`src/rtl/branch_target_table.sv`:
```
// Branch-target table: 2^A entries of D bits with valid flags, one-cycle registered lookup
// (absolute, PC-relative or fall-through), a write port with write-first bypass, and a flush sweep.
module branch_target_table #(
    parameter int D = 10,
    parameter int A = 4
) (
    input  logic         clk,
    input  logic         reset_n,
    input  logic         req_valid,
    input  logic [A-1:0] req_addr,
    input  logic         req_rel,
    input  logic [D-1:0] req_pc,
    output logic         rsp_valid,
    output logic [D-1:0] rsp_target,
    output logic         rsp_miss,
    input  logic         wr_en,
    input  logic [A-1:0] wr_addr,
    input  logic [D-1:0] wr_data,
    input  logic         flush,
    output logic         busy
);

    localparam int          DEPTH    = 1 << A;
    localparam logic [A-1:0] LAST_IDX = A'(DEPTH - 1);

    typedef enum logic {
        IDLE  = 1'b0,
        CLEAR = 1'b1
    } state_t;

    state_t       state_reg;
    logic [A-1:0] idx_reg;
    logic         busy_reg;

    logic [D-1:0] entry_word [DEPTH];
    logic         valid_word [DEPTH];

    logic         clear_en;
    logic         wr_accept;

    logic         lookup_hit;
    logic [D-1:0] lookup_data;
    logic [D-1:0] target_next;

    logic         rsp_valid_reg;
    logic [D-1:0] rsp_target_reg;
    logic         rsp_miss_reg;

    assign clear_en  = (state_reg == CLEAR);
    // A flush sampled in IDLE takes priority over a same-cycle write.
    assign wr_accept = (state_reg == IDLE) && wr_en && !flush;

    // Sweep controller: idx walks every entry once, then wraps back to 0 on exit.
    always_ff @(posedge clk or negedge reset_n) begin
        if (!reset_n) begin
            state_reg <= IDLE;
            idx_reg   <= '0;
            busy_reg  <= 1'b0;
        end else begin
            case (state_reg)
                IDLE: begin
                    if (flush) begin
                        state_reg <= CLEAR;
                        busy_reg  <= 1'b1;
                        idx_reg   <= '0;
                    end
                end
                CLEAR: begin
                    idx_reg <= idx_reg + 1'b1;
                    if (idx_reg == LAST_IDX) begin
                        state_reg <= IDLE;
                        busy_reg  <= 1'b0;
                    end
                end
                default: begin
                    state_reg <= IDLE;
                    busy_reg  <= 1'b0;
                end
            endcase
        end
    end

    // Each entry is its own register so the whole table clears on reset.
    generate
        for (genvar gi = 0; gi < DEPTH; gi++) begin : g_entry
            logic [D-1:0] data_reg;
            logic         valid_reg;

            always_ff @(posedge clk or negedge reset_n) begin
                if (!reset_n) begin
                    data_reg  <= '0;
                    valid_reg <= 1'b0;
                end else if (clear_en && (idx_reg == A'(gi))) begin
                    data_reg  <= '0;
                    valid_reg <= 1'b0;
                end else if (wr_accept && (wr_addr == A'(gi))) begin
                    data_reg  <= wr_data;
                    valid_reg <= 1'b1;
                end
            end

            assign entry_word[gi] = data_reg;
            assign valid_word[gi] = valid_reg;
        end
    endgenerate

    // Lookup against the table as it stands this cycle; same-index write wins (write-first).
    always_comb begin
        lookup_hit  = 1'b0;
        lookup_data = '0;
        if (state_reg == IDLE) begin
            if (wr_en && (wr_addr == req_addr)) begin
                lookup_hit  = 1'b1;
                lookup_data = wr_data;
            end else if (valid_word[req_addr]) begin
                lookup_hit  = 1'b1;
                lookup_data = entry_word[req_addr];
            end
        end
    end

    always_comb begin
        target_next = req_pc + D'(1);
        if (lookup_hit) begin
            target_next = req_rel ? (req_pc + lookup_data) : lookup_data;
        end
    end

    // Target and miss hold their last values on cycles without a request.
    always_ff @(posedge clk or negedge reset_n) begin
        if (!reset_n) begin
            rsp_valid_reg  <= 1'b0;
            rsp_target_reg <= '0;
            rsp_miss_reg   <= 1'b0;
        end else begin
            rsp_valid_reg <= req_valid;
            if (req_valid) begin
                rsp_target_reg <= target_next;
                rsp_miss_reg   <= !lookup_hit;
            end
        end
    end

    assign rsp_valid  = rsp_valid_reg;
    assign rsp_target = rsp_target_reg;
    assign rsp_miss   = rsp_miss_reg;
    assign busy       = busy_reg;

endmodule

```
`config.mk`:
```
export PLATFORM = sky130hd
export DESIGN_NAME = branch_target_table
export DESIGN_NICKNAME = d
export VERILOG_FILES = /design/src/rtl/branch_target_table.sv
export SDC_FILE = /design/constraint.sdc
export NUM_CORES = 1
export LEC_CHECK = 0
export CAP_MARGIN = 20
export CORE_MARGIN = 2
export CORE_UTILIZATION = 50
export CTS_CLUSTER_DIAMETER = 200
export DETAILED_ROUTE_END_ITERATION = 12
export PLACE_DENSITY_LB_ADDON = 0.05
export SKIP_CTS_REPAIR_TIMING = 1
export SLEW_MARGIN = 15
export SYNTH_ARGS = -nofsm -noshare
export SYNTH_HDL_FRONTEND = slang
export SYNTH_SLANG_ARGS = --single-unit
export TNS_END_PERCENT = 100
```
`constraint.sdc`:
```
create_clock -name clk -period 4.2 [get_ports clk]
set_input_delay 0.84 -clock clk [delete_from_list [all_inputs] [get_ports clk]]
set_output_delay 0.84 -clock clk [all_outputs]
set_load 0.05 [all_outputs]
```
**Yosys cells after proc, flatten, opt, wreduce, memory -nomap -nowiden**

Index checks and enable logic that the tools add are counted.

- Add/subtract/negate cells: 3
- Multiply operators: 0
- Divide/modulo/power cells: 0
- Order comparisons: 1
- Equality and inequality tests: 33
- Shift operators: 0
- Mux-type cells: 86
- Bitwise operators: 2
- Reductions and logical operators: 56

Operators by type and width:

| cell | count |
|---|---|
| two-way mux 10 bit | 39 |
| equality test 4 bit, second input constant | 16 |
| two-way mux 1 bit | 41 |
| binary-select mux 10 bit (select 4 bit) | 1 |
| logical AND 1 bit | 35 |
| equality test 4 x 3 -> 1 bit, second input constant | 8 |
| nonzero test 2 bit | 16 |
| equality test 4 x 2 -> 1 bit, second input constant | 4 |
| adder 10 x 1 -> 10 bit, second input constant | 1 |
| adder 10 bit | 1 |
| equality test 4 x 1 -> 1 bit, second input constant | 2 |
| zero test 4 bit | 2 |
| case mux 4 bit (2 select lines) | 1 |
| >= comparator 5 bit, second input constant | 1 |
| inverter 4 -> 5 bit | 1 |
| adder 4 x 1 -> 4 bit, second input constant | 1 |
| binary-select mux 1 bit (select 4 bit) | 1 |
| equality test 4 bit | 1 |
| two-way mux 4 bit | 1 |
| case mux 1 bit (2 select lines) | 2 |
| zero test 1 bit | 2 |
| != test 2 x 1 -> 1 bit, second input constant | 1 |
| != test 2 bit, second input constant | 1 |
| AND reduction 2 bit | 1 |
| inverter 1 bit | 1 |

- Bits in registers: 194
- Bits in latches: 0
- Bits in writable memories: 0
- Bits in read-only memories: 0
- Output and inout bits: 13
- Word-level logic and storage cells: 219
- Memories kept: 0

**Longest topological paths before layout**

- Word-level depth: 10
- Mapped depth: 18
- Depth with buffers taken out: 15

**Worst setup path before layout**

No wires, ideal clock.

- Kind: input-to-reg
- Start: input req_addr[0]
- End: register rsp_target_reg[8], in the netlist rsp_target[8]
- Setup time: 0.119 ns
- Data arrival time: 4.200 ns
- Data required time: 4.081 ns
- Slack: -0.119 ns
- Stages on the path: 16
- Buffers on the path: 2
- Cell sequence: buf_6 buf_2 mux4_1 mux4_2 mux2_4 and2_1 ha_1 inv_1 fa_1 nor2b_1 o21ai_0 a21boi_0 o21a_1 o41ai_1 mux2i_1 o21a_1

- Longest elaborated chain between the ends: 10
- Elaborated cells on any way between the ends: 18

RTL lines:

| what | RTL line | source |
|---|---|---|
| start, declared | 10 | `input logic [A-1:0] req_addr,` |
| inverter 4 -> 5 bit (not written as such) | 115, 117 |  |
| binary-select mux 10 bit (select 4 bit) / binary-select mux 1 bit (select 4 bit) (equally long branches) | 117, 115 |  |
| two-way mux 10 bit (not written as such) / two-way mux 1 bit (equally long branches) (2 in a row) | 117, 115 |  |
| two-way mux 10 bit | 115 | `end else if (valid_word[req_addr]) begin` |
| two-way mux 10 bit | 112 | `if (wr_en && (wr_addr == req_addr)) begin` |
| two-way mux 10 bit | 111 | `if (state_reg == IDLE) begin` |
| adder 10 bit | 125 | `target_next = req_rel ? (req_pc + lookup_data) : lookup_data;` |
| two-way mux 10 bit | 125 |  |
| two-way mux 10 bit (*) | 124 | `if (lookup_hit) begin` |
| end signal, assigned | 138 | `rsp_target_reg <= target_next;` |
| end, declared | 46 | `logic [D-1:0] rsp_target_reg;` |

Every way passes the cells marked *; elsewhere a longest branch is shown, timed or not. The select of a mux whose other input is x is not followed.
A chain may end at the register's enable or synchronous reset.

**Worst setup path after layout**

- Start: input req_addr[3]
- End: register rsp_target_reg[6], in the netlist rsp_target[6]

Same word-level chain as after synthesis.

==> impl_metrics.csv <==
group,metric,value,unit
global_routing,grt.overflow.total,0,
flow_run,drv_cap,0,
yosys,yosys_warnings,0,
global_routing,top_usage_layer,"met2",
global_routing,met1_usage,39.1,%
yosys,yosys.cell_types.count,58,
clocking,htreeDepth,4,
cells_and_area,antenna_cells,0,
pwr,vdd_ir_drop_max,0.326,mV
cells_and_area,seq_area,0.00485,sq mm
timing,tightest_slew,0.875,ns
floorplanning,rows,51,
pwr,combPwrFrac,26.8,%
yosys,avgSynthCellArea,9.88,sq um
clocking,clk_pin_slew,0.07,ns
routing,remaining_drc_errors,0,
timing,final-setup-viol-count,0,
pwr,pwr_density_cell,520,mW/mm^2
placement,dp_hpwl,19900,microns
global_routing,grt_use_met3,4.44,%
placement,gp_congestion,0.922,
routing,drtAntennaViolNets,0,
cells_and_area,multi_input_area,0.00477,sq mm
cells_and_area,layout-drive-gt1-share,14.2,%
cells_and_area,fin_nets,1123,
clocking,cts_tree,"built",
timing,rsz0062_at_grt,"no",
global_routing,first_global_vias,7643,
floorplanning,start_util,51.4,%
floorplanning,die_height,146,microns
pwr,p_sw_share,34.9,%
global_routing,antenna_found_initial,0,
yosys,ys_ff_latch,194,
pwr,power.leakage,5.20,nW
floorplanning,die_w,146,microns
worst_hold_path,hp-class,"in2async",
clocking,clk_latency,0.45,ns
yosys,syn-cell-area,0.0101,sq mm
pwr,p_int,3.97,mW
clocking,cts_buffers,17,
placement,portBuffers,46,
timing,hold_violations,0,
floorplanning,ios,47,
pwr,seq_power_share,46.2,%
setup_path,r2r_slack,0.66,ns
timing,skew,0.0181,ns
timing,period_share,93.3,%
setup_path,start_kind,"primary input",
clocking,clock_sinks,194,
timing,period_minus_slack,3.92,ns
timing,drv_slew,0,
global_routing,track_usage,28.3,%
cells_and_area,largest_register_ffs,160,
yosys,syn_inst,1023,
setup_path,reg2reg_depth,14,
pwr,p_sw,2.13,mW
yosys,async_flop_share,100,%
cells_and_area,area_growth,16.1,%
clocking,cts_root_buffer,"clkbuf_16",
timing,tns,0,ns
cells_and_area,fillCellCount,1680,
global_routing,met2_usage,46.0,%
yosys,yosysSeqAreaShare,48.1,%
global_routing,grt_max_degree,105,
setup_path,end_kind,"flop",
setup_path,worstPathArrival,4.26,ns
floorplanning,core,0.0197,sq mm
routing,drt_iter0_drc,562,
pwr,pwr-share-clk,27.0,%
floorplanning,die-area,0.0214,sq mm
timing,max_clock_freq,0.255,GHz
routing,drtPass1Iterations,5,
routing,wl,29200,microns
setup_path,path_max_fanout,7,
global_routing,grt_pass1_wl,45400,microns
timing,hold_ws,0.467,ns
yosys,synth_flop_cell,"dfrtp_1",
setup_path,crit_required,4.54,ns
yosys,synth-edff-count,0,
pwr,report.power.total,6.10,mW
status,outcome,"finished clean",
setup_path,crit_type,"in2reg",
timing,max_slew_margin,41.7,%
routing,avgViaCountPerCell,5.78,
routing,num_vias,7815,
clocking,cts_max_path_buffers,2,
routing,routedWlPerCell,21.6,microns
yosys,syn-num-nets,1072,
## routing by layer
metal	share of wire (%)	up-vias
li1	-	3688
met1	44	3882
met2	48	203
met3	5.0	42
met4	2.7	0
met5	0	-
## path summary, 6_finish.rpt
path / endpoint / startpoint
max: rsp_target[6]$_DFFE_PN0P_ / req_addr[3]
min: rsp_target[7]$_DFFE_PN0P_ / reset_n
max reg2reg: rsp_target[6]$_DFFE_PN0P_ / g_entry[15].data_reg[0]$_DFFE_PN0P_
min reg2reg: g_entry[6].valid_reg$_DFFE_PN0P_ / g_entry[6].valid_reg$_DFFE_PN0P_
max in group asynchronous: g_entry[5].data_reg[1]$_DFFE_PN0P_ / reset_n
min in group clk: g_entry[6].valid_reg$_DFFE_PN0P_ / g_entry[6].valid_reg$_DFFE_PN0P_
## critical path, stage by stage
cell and delay (ns):
clkdlybuf4s50_1 0.45, buf_4 0.15, buf_4 0.17, nor2b_1 0.17, a22oi_2 0.09, buf_4 0.14
and2_4 0.17, or3_1 0.34, a21oi_1 0.24, ha_1 0.28, nor2b_1 0.15, o21ai_1 0.15
a21boi_0 0.13, o21a_1 0.21, or3_1 0.30, a31oi_1 0.16, a21oi_1 0.08
## cell type report
class | instances | area share, %
Sequential cell | 194 | 41.4
Tap cell | 265 | 2.83
Clock inverter | 15 | 1.40
Timing Repair Buffer | 123 | 9.46
Inverter | 19 | 0.608
Clock buffer | 17 | 3.63
Multi-Input combinational cell | 719 | 40.7
## metrics by stage
| step | setup slack (ns) | instances | utilization, % | area [sq um] |
|---|---|---|---|---|
| 6_report | 0.280 | 1352 | 59.7 | 11700 |
| 5_1_grt | 0.0674 | 1352 | 59.7 | 11700 |
| 4_1_cts | 0.156 | 1348 | 59.5 | 11700 |
| 3_5_place_dp | -0.303 | 1316 | 56.5 | 11100 |
| 3_3_place_gp | -0.275 | 1316 | 56.5 | 11100 |
| 2_1_floorplan | 0.0180 | 1023 | - | 10100 |
## synthesized netlist by cell type, types with 9 or more instances
cell type	number	share of area [%]
nand2_1	259	9.6
dfrtp_1	194	48
o21ai_0	149	7.4
clkbuf_1	71	2.6
nand3_1	39	1.9
nor2_1	37	1.4
mux4_2	28	6.2
mux4_1	22	5.7
a22o_1	20	1.7
inv_1	19	0.71
mux2i_1	19	1.9
o21a_1	17	1.3
ha_1	14	1.7
a21oi_1	10	0.50
nor2b_1	10	0.62
nand4_1	9	0.56
## cell usage in the layout, fill, tap and decap left out, drive strengths merged, types with 3 or more instances in the layout
cell type,count
a21boi,6
a21o,3
a21oi,11
a22o,20
a22oi,4
a31oi,6
and2,4
buf,79
clkbuf,18
clkdlybuf4s50,42
clkinv,7
dfrtp,194
ha,14
inv,26
mux2i,19
mux4,50
nand2,259
nand2b,4
nand3,40
nand4,9
nor2,37
nor2b,10
nor3,8
o21a,17
o21ai,153
o22ai,7
or3,6
xnor2,8
xor2,6
## logic make-up after synthesis
kind of cell	after synthesis	synth area share (%)
mux	71	14.1
simple gates	384	16.0
flops	194	48.1
compound gates	235	13.7
fa+ha+maj	15	1.93
xor+xnor	14	1.21
buf+inv	110	5.00
## power groups by stage
stage / combinational, mW / clock [mW] / sequential (mW)
3_5_place_dp: 1.63 / 0 / 2.85
2_1_floorplan: 1.08 / 0 / 2.76
4_1_cts: 1.63 / 1.66 / 2.82
5_1_grt: 1.80 / 1.73 / 2.90
6_report: 1.64 / 1.64 / 2.82
3_3_place_gp: 1.58 / 0 / 2.84
Note: power is estimated with default switching activity, not from simulation.
